File: config.mk
export PLATFORM = sky130hd
export DESIGN_NAME = gray_stream_conv
export DESIGN_NICKNAME = d
export VERILOG_FILES = /design/src/rtl/gray_pkg.sv /design/src/rtl/gray_stream_conv_mac.sv /design/src/rtl/gray_stream_conv.sv
export SDC_FILE = /design/constraint.sdc
export NUM_CORES = 1
export LEC_CHECK = 0
export ABC_CLOCK_PERIOD_IN_PS = 8100
export CAP_MARGIN = 20
export CORE_ASPECT_RATIO = 1.2
export CORE_UTILIZATION = 45
export DETAILED_ROUTE_END_ITERATION = 6
export HOLD_SLACK_MARGIN = 0.02
export MAX_ROUTING_LAYER = met4
export SYNTH_ARGS = -nofsm -noshare
export SYNTH_HDL_FRONTEND = slang
export SYNTH_SLANG_ARGS = --single-unit
File: constraint.sdc
create_clock -name clk -period 8.1 [get_ports clk]
set_input_delay 0.81 -clock clk [delete_from_list [all_inputs] [get_ports clk]]
set_output_delay 0.81 -clock clk [all_outputs]
set_load 0.02 [all_outputs]
File: src/rtl/gray_pkg.sv
// Shared definitions for the streaming RGB-to-gray converter: mode codes,
// fixed weight sets, the rounding constant and the controller state type.
package gray_pkg;

    localparam logic [1:0] GRAY_BT601 = 2'd0;
    localparam logic [1:0] GRAY_EQUAL = 2'd1;
    localparam logic [1:0] GRAY_PROG  = 2'd2;

    localparam int BT601_WR = 77;
    localparam int BT601_WG = 150;
    localparam int BT601_WB = 29;

    localparam int EQUAL_WR = 85;
    localparam int EQUAL_WG = 86;
    localparam int EQUAL_WB = 85;

    localparam int GRAY_RND = 128;

    typedef enum logic [1:0] {
        ST_IDLE  = 2'd0,
        ST_RUN   = 2'd1,
        ST_DRAIN = 2'd2
    } gray_state_e;

endpackage

File: src/rtl/gray_stream_conv_mac.sv
// Two-stage weighted-sum datapath: S1 holds the three products, S2 holds the
// rounded, saturated gray sample. Both stages advance only on en.
module gray_mac
    import gray_pkg::*;
#(
    parameter int DW = 8,
    parameter int WW = 8
) (
    input  logic          clk,
    input  logic          rst_n,
    input  logic          en,
    input  logic          flush,
    input  logic          in_vld,
    input  logic          in_last,
    input  logic [DW-1:0] r,
    input  logic [DW-1:0] g,
    input  logic [DW-1:0] b,
    input  logic [WW-1:0] wr,
    input  logic [WW-1:0] wg,
    input  logic [WW-1:0] wb,
    output logic          out_valid,
    output logic          out_last,
    output logic [DW-1:0] out_data
);

    localparam int PW = DW + WW;
    localparam int SW = DW + WW + 2;

    logic [PW-1:0] prod_r_p1, prod_g_p1, prod_b_p1;
    logic          vld_p1, last_p1;

    function automatic logic [DW-1:0] round_sat(input logic [PW-1:0] a,
                                                input logic [PW-1:0] c,
                                                input logic [PW-1:0] d);
        logic [SW-1:0] sum;
        logic [SW-1:0] q;
        sum = SW'(a) + SW'(c) + SW'(d) + SW'(GRAY_RND);
        q   = sum >> 8;
        if (|(q >> DW)) return '1;
        return q[DW-1:0];
    endfunction

    // S1: weighted products
    always_ff @(posedge clk) begin
        if (en) begin
            prod_r_p1 <= PW'(r) * PW'(wr);
            prod_g_p1 <= PW'(g) * PW'(wg);
            prod_b_p1 <= PW'(b) * PW'(wb);
        end
    end

    always_ff @(posedge clk or negedge rst_n) begin
        if (!rst_n) begin
            vld_p1  <= 1'b0;
            last_p1 <= 1'b0;
        end else if (flush) begin
            vld_p1  <= 1'b0;
            last_p1 <= 1'b0;
        end else if (en) begin
            vld_p1  <= in_vld;
            last_p1 <= in_vld && in_last;
        end
    end

    // S2: rounded and saturated output register
    always_ff @(posedge clk or negedge rst_n) begin
        if (!rst_n) begin
            out_valid <= 1'b0;
            out_last  <= 1'b0;
            out_data  <= '0;
        end else if (flush) begin
            out_valid <= 1'b0;
            out_last  <= 1'b0;
        end else if (en) begin
            out_valid <= vld_p1;
            out_last  <= last_p1;
            if (vld_p1) out_data <= round_sat(prod_r_p1, prod_g_p1, prod_b_p1);
        end
    end

endmodule

File: src/rtl/gray_stream_conv.sv
// Frame controller for the gray converter: gathers R,G,B samples into pixels,
// counts pixels per frame and hands each completed pixel to gray_mac.
module gray_stream_conv
    import gray_pkg::*;
#(
    parameter int DW    = 8,
    parameter int IMG_W = 5,
    parameter int IMG_H = 5,
    parameter int WW    = 8
) (
    input  logic          clk,
    input  logic          rst_n,
    input  logic          start,
    input  logic          abort,
    input  logic [1:0]    mode,
    input  logic [WW-1:0] w_r,
    input  logic [WW-1:0] w_g,
    input  logic [WW-1:0] w_b,
    input  logic          in_valid,
    output logic          in_ready,
    input  logic [DW-1:0] in_data,
    output logic          out_valid,
    input  logic          out_ready,
    output logic [DW-1:0] out_data,
    output logic          out_last,
    output logic          busy,
    output logic          done
);

    localparam int NPIX = IMG_W * IMG_H;
    localparam int PCW  = $clog2(NPIX + 1);

    gray_state_e   state, state_nx;
    logic [1:0]    ch_cnt;
    logic [PCW-1:0] pix_cnt;
    logic [DW-1:0] r_q, g_q;
    logic [WW-1:0] wr_q, wg_q, wb_q;
    logic          en, xfer, b_xfer, last_px, last_hs, go;

    assign en       = !out_valid || out_ready;
    assign in_ready = (state == ST_RUN) && en;
    assign xfer     = in_valid && in_ready;
    assign b_xfer   = xfer && (ch_cnt == 2'd2);
    assign last_px  = (pix_cnt == PCW'(NPIX - 1));
    assign last_hs  = out_valid && out_ready && out_last;
    assign go       = (state == ST_IDLE) && start && !abort;
    assign busy     = (state != ST_IDLE);

    always_comb begin
        state_nx = state;
        if (abort) begin
            state_nx = ST_IDLE;
        end else begin
            case (state)
                ST_IDLE:  if (start) state_nx = ST_RUN;
                ST_RUN:   if (b_xfer && last_px) state_nx = ST_DRAIN;
                ST_DRAIN: if (last_hs) state_nx = ST_IDLE;
                default:  state_nx = ST_IDLE;
            endcase
        end
    end

    always_ff @(posedge clk or negedge rst_n) begin
        if (!rst_n) begin
            state   <= ST_IDLE;
            ch_cnt  <= 2'd0;
            pix_cnt <= '0;
            done    <= 1'b0;
        end else begin
            state <= state_nx;
            done  <= (state == ST_DRAIN) && last_hs && !abort;
            if (abort || go) begin
                ch_cnt  <= 2'd0;
                pix_cnt <= '0;
            end else if (xfer) begin
                ch_cnt <= b_xfer ? 2'd0 : ch_cnt + 2'd1;
                if (b_xfer) pix_cnt <= pix_cnt + 1'b1;
            end
        end
    end

    // Weights are frozen at start so mid-frame mode changes cannot mix sets.
    always_ff @(posedge clk) begin
        if (go) begin
            case (mode)
                GRAY_EQUAL: begin
                    wr_q <= WW'(EQUAL_WR); wg_q <= WW'(EQUAL_WG); wb_q <= WW'(EQUAL_WB);
                end
                GRAY_PROG: begin
                    wr_q <= w_r; wg_q <= w_g; wb_q <= w_b;
                end
                default: begin
                    wr_q <= WW'(BT601_WR); wg_q <= WW'(BT601_WG); wb_q <= WW'(BT601_WB);
                end
            endcase
        end
        if (xfer && ch_cnt == 2'd0) r_q <= in_data;
        if (xfer && ch_cnt == 2'd1) g_q <= in_data;
    end

    gray_mac #(.DW(DW), .WW(WW)) u_mac (
        .clk      (clk),
        .rst_n    (rst_n),
        .en       (en),
        .flush    (abort),
        .in_vld   (b_xfer),
        .in_last  (last_px),
        .r        (r_q),
        .g        (g_q),
        .b        (in_data),
        .wr       (wr_q),
        .wg       (wg_q),
        .wb       (wb_q),
        .out_valid(out_valid),
        .out_last (out_last),
        .out_data (out_data)
    );

endmodule

=== Word level (Yosys, flattened, before mapping) ===
Cells that the tools add are included.

* $add $sub $neg: 5
* Multiply operators: 3
* Eq/ne operators: 10
* Multiplexer cells: 28
* Bitwise operators: 1
* Reduce and logical (&&, ||, !) cells: 26

{| class="wikitable"
|+ Operator list
! kind !! number
|-
| multiplier 8 x 8 -> 16 bit || 3
|-
| one-hot mux 8 bit (2 select lines) || 3
|-
| adder 18 x 16 -> 18 bit || 1
|-
| adder 18 x 8 -> 18 bit, second input constant || 1
|-
| adder 16 x 16 -> 17 bit || 1
|-
| 2-to-1 mux 8 bit || 2
|-
| 2-to-1 mux 5 bit || 3
|-
| 2-to-1 mux 2 bit || 7
|-
| logical AND 1 bit || 12
|-
| 2-to-1 mux 1 bit || 12
|-
| nonzero test 2 bit || 4
|-
| equality test 2 x 1 -> 1 bit, second input constant || 3
|-
| equality test 2 bit, second input constant || 3
|-
| != test 3 bit, second input constant || 2
|-
| one-hot mux 2 bit (3 select lines) || 1
|-
| AND reduction 3 bit || 2
|-
| adder 5 x 1 -> 5 bit, second input constant || 1
|-
| equality test 5 bit, second input constant || 1
|-
| zero test 2 bit || 2
|-
| != test 3 x 2 -> 1 bit, second input constant || 1
|-
| adder 2 x 1 -> 2 bit, second input constant || 1
|-
| zero test 1 bit || 2
|-
| logical OR 1 bit || 2
|-
| AND reduction 2 bit || 1
|-
| 2 further kinds || 2
|}

* Bits in registers: 110
* Bits of input ports: 40
* Output and inout bits: 13
* Logic and storage cells: 90

=== Depth between registers and ports, before layout ===
* Depth in word-level cells: 9
* Depth in mapped cells: 19
* Mapped depth without buffers: 19

=== Hierarchy ===
Synthesis repeated with hierarchy kept, for this count alone.

* Cells, all modules: 1031
* Area, all modules: 11015.6 um^2

{| class="wikitable"
|+ Modules (own cells, without submodules)
! module !! times used !! cells an instance !! area each (um^2) !! sequential area each (um^2)
|-
| gray_mac || 1 || 887 || 9033.7 || 1741.7
|-
| gray_stream_conv || 1 || 144 || 1981.9 || 1451.4
|}

=== Worst setup path before layout ===
Ideal clock, no wire load.

* Path kind: input port to flip-flop
* Start: input port in_data[5]
* End: register u_mac.prod_b_p1[15] (data pin)
* Setup time: 0.260 ns
* Arrival time: 4.578 ns
* Data required time: 7.840 ns
* Setup slack: 3.262 ns
* Stages: 17
* Cell sequence: and2_1 fa_1 inv_1 fa_1 inv_1 fa_1 inv_1 fa_1 inv_1 ha_1 o21a_1 o31a_1 o211ai_1 a21oi_1 a2111oi_2 a21oi_1 xnor2_1

* Longest elaborated chain between the ends: 1

{| class="wikitable"
|+ RTL lines
! what !! line !! RTL
|-
| start: declaration || gray_stream_conv.sv:21 || <nowiki>input logic [DW-1:0] in_data,</nowiki>
|-
| multiplier 8 x 8 -> 16 bit || gray_stream_conv_mac.sv:48 || <nowiki>prod_b_p1 <= PW'(b) * PW'(wb);</nowiki>
|-
| end signal: assignment || gray_stream_conv_mac.sv:48 ||
|-
| end: declaration || gray_stream_conv_mac.sv:29 || <nowiki>logic [PW-1:0] prod_r_p1, prod_g_p1, prod_b_p1;</nowiki>
|}

No other way between the ends.
A chain may end at the register's enable or synchronous reset.

=== Worst setup path in the final report ===
Same ends and word-level chain as after synthesis.

==> run_results.csv <==
group,metric,value,unit
synthesis,synth_cell_type_count,54,
setup_path,critPathArrivalTime,5.47,ns
power,irDropWorstVdd,279,uV
cts,cts_buffer_depth,2,
sta,hold_viol_final,0,
synthesis,ys_async_sr_fraction,0.200,
synthesis,ys_seq_area_frac,0.278,
final_layout,final_area,12800,sq um
drt,num_vias,7770,
setup_path,cp_data_required_time,8.21,ns
global_routing,grt_use_total,0.201,
synthesis,yosys-top-cells-count,"181 x and2_1, 176 x inv_1, 158 x ha_1",
sta,tns,0,ns
synthesis,synth-edff-count,88,
run,max_cap_violations,0,
drt,dr.pass1.iters,4,
worst_hold_path,hold_class,"reg -> reg",
sta,worst_slew_pin_slew,1.02,ns
setup_path,endpoint_kind,"register",
synthesis,synth_area_per_cell,10.2,sq um
drt,vias_per_cell,5.10,
setup_path,path_cells,"clkdlybuf4s50_1 -> and2_1 -> fa_1 -> inv_1 -> fa_1 -> inv_1 -> fa_1 -> inv_1 -> fa_1 -> inv_1 -> ha_1 -> o21a_1 -> o31a_1 -> o211ai_1 -> a21oi_1 -> a2111oi_2 -> a21oi_1 -> xnor2_1",
synthesis,synthCells,1132,
global_routing,overflow,0,
global_routing,grt_pass1_wl,39900,um
sta,period_share,0.661,
final_layout,n_antenna_cell,0,
final_layout,fin_util,0.514,
placement,hpwl,19200,um
cts,cts_setup_buffers,0,
setup_path,path_buf_inv,5,
drt,drc,0,
synthesis,synth_ff_type,"edfxtp_1",
floorplanning,rows,63,
synthesis,synth.most_common_cell,"and2_1",
cts,clk_pin_slew_worst_paths,0.08,ns
sta,finClkSkew,0.0162,ns
synthesis,synth_top_cell_by_area,"edfxtp_1",
drt,postRouteWirelength,23700,um
sta,rsz0062_at_grt,"no",
placement,portBuffers,52,
final_layout,final_nets,1501,
power,power_leakage,5.99,nW
final_layout,seq_area,3190,sq um
synthesis,synth_top_cell_area_share,0.230,
floorplanning,start_util,0.462,
setup_path,crit_type,"in -> reg",
synthesis,syn_area,11500,sq um
placement,finalWeightedCongestion,0.859,
cts,clock_latency,0.37,ns
setup_path,rrSetupSlack,2.92,ns
synthesis,ys_ff_latch,110,
floorplanning,core,24900,sq um
floorplanning,die_height,177,um
final_layout,layout-drive-gt1-share,0.0317,
synthesis,syn-num-nets,1439,
cts,cts_tree,"yes",
cts,root_buffer,"clkbuf_16",
synthesis,ys_top_cells_by_area,"edfxtp_1 23%, fa_1 19%, ha_1 17%, and2_1 9.8%, inv_1 5.7%",
floorplanning,io_pins,53,
power,power_density,287,nW/um^2
setup_path,cp_max_fo,10,
floorplanning,die_w,148,um
cts,cts_buffers,9,
sta,fin_crit,5.36,ns
sta,setup_viol_count_final,0,
setup_path,crit_family,"adder cells",
sta,finalMaxSlewViolations,0,
drt,postRouteAntennaNets,0,
final_layout,nFillCells,2333,
drt,drt-initial-drc-count,287,
floorplanning,design.die.area,26200,sq um
placement,placed_cells,1507,
setup_path,cp_slowest_stage_delay,0.60,ns
final_layout,fin_cells,1524,
global_routing,antenna_found_initial,0,
setup_path,worstSetupStartpointType,"input pin",
setup_path,critPathSlowestCell,"clkdlybuf4s50_1",
placement,place_area,12400,sq um
final_layout,multi_input_area,7630,sq um
global_routing,grt_max_degree,50,
cts,cts_resized,0,
run_status,run_status,"completed",
drt,routedWlPerCell,15.5,um
cts,cts_num_sinks,110,
sta,clock.fmax,187,MHz
synthesis,yosys_warnings,0,
cts,holdBufCountCts,0,
global_routing,grt_pass1_vias,8037,
sta,max_slew_margin,0.322,
cts,htreeDepth,3,
final_layout,synthToLayoutAreaGrowth,11.2,%
==> worst paths after layout <==
path | from | endpoint | depth (start not counted)
max | in_data[5] | u_mac.prod_b_p1[15]$_DFFE_PN_ | 18
min | u_mac.out_data[0]$_DFFE_PN0P_ | u_mac.out_data[0]$_DFFE_PN0P_ | 2
max reg2reg | wr_q[3]$_DFFE_PP_ | u_mac.prod_r_p1[15]$_DFFE_PN_ | 17
min reg2reg | u_mac.out_data[0]$_DFFE_PN0P_ | u_mac.out_data[0]$_DFFE_PN0P_ | 2
max in group asynchronous | rst_n | u_mac.out_data[1]$_DFFE_PN0P_ | 2
min in group asynchronous | rst_n | pix_cnt[3]$_DFFE_PN0P_ | 1
==> stage by stage <==
stage / hold slack, ns / setup WS (ns) / total power, W
6_report: 0.498 / 2.74 / 0.00368
5_1_grt: 0.536 / 2.53 / 0.00407
4_1_cts: 0.508 / 2.75 / 0.00370
3_5_place_dp: 0.490 / 2.36 / 0.00320
3_3_place_gp: 0.483 / 2.42 / 0.00318
2_1_floorplan: 0.459 / 3.26 / 0.00270
==> tightest hold or removal path: stages (launching register included) <==
cell and delay, ns:
dfrtp_1 0.35, nor2_1 0.05, nor2_1 0.07
==> where the power goes <==
| group | total [W] | internal (W) | switching (W) | leakage, nW |
|---|---|---|---|---|
| sequential | 0.000811 | 0.000740 | 0.0000709 | 1.20 |
| clock | 0.000483 | 0.000242 | 0.000241 | 0.161 |
| combinational | 0.00238 | 0.00106 | 0.00132 | 4.63 |
| total | 0.00368 | 0.00205 | 0.00163 | 5.99 |
==> sequential cells by signal, indices dropped and copies added, names as in the netlist, 2 cells and up <==
name / cells
wr_q: 8
r_q: 8
u_mac.out_data: 8
ch_cnt: 2
u_mac.prod_b_p1: 16
u_mac.prod_g_p1: 16
state: 2
wg_q: 8
wb_q: 8
u_mac.prod_r_p1: 16
pix_cnt: 5
g_q: 8
==> cells in the final DEF, fill, tap and decap left out, drive strengths merged, types with 7 or more instances in the layout <==
cell and instances:
nand3 14, o21a 9, and3 9, a21o 9
ha 158, inv 179, nor2 49, nor2b 7
a21oi 57, and2 181, a31oi 8, xor2 12
edfxtp 88, xnor2 40, nand2 77, fa 109
clkbuf 10, o21ai 27, dfrtp 22, clkdlybuf4s50 52
==> layout make-up <==
type	count	share of cell area
clock buffer	10	0.0196
clock inverter	6	0.00626
inverter	176	0.0516
multi-input combinational	841	0.597
sequential	110	0.250
tap	325	0.0318
timing repair buffer	56	0.0446
==> routing by layer <==
metal,global-route usage,wire [um]
met1,0.257,11000
met2,0.332,11300
met3,0.0235,677
met4,0.0674,639
met5,-,0
==> kinds of logic after synthesis <==
kind of cell | Yosys count | synth area share
AOI/OAI and AO/OA | 147 | 0.0838
xor gates and xnor gates | 52 | 0.0396
adders and majority gates | 267 | 0.362
buffers and inverters | 181 | 0.0592
DFF | 110 | 0.278
muxes | 2 | 0.00217
and+or+nand+nor | 373 | 0.176
No activity file was read; power rests on OpenSTA's default activity.
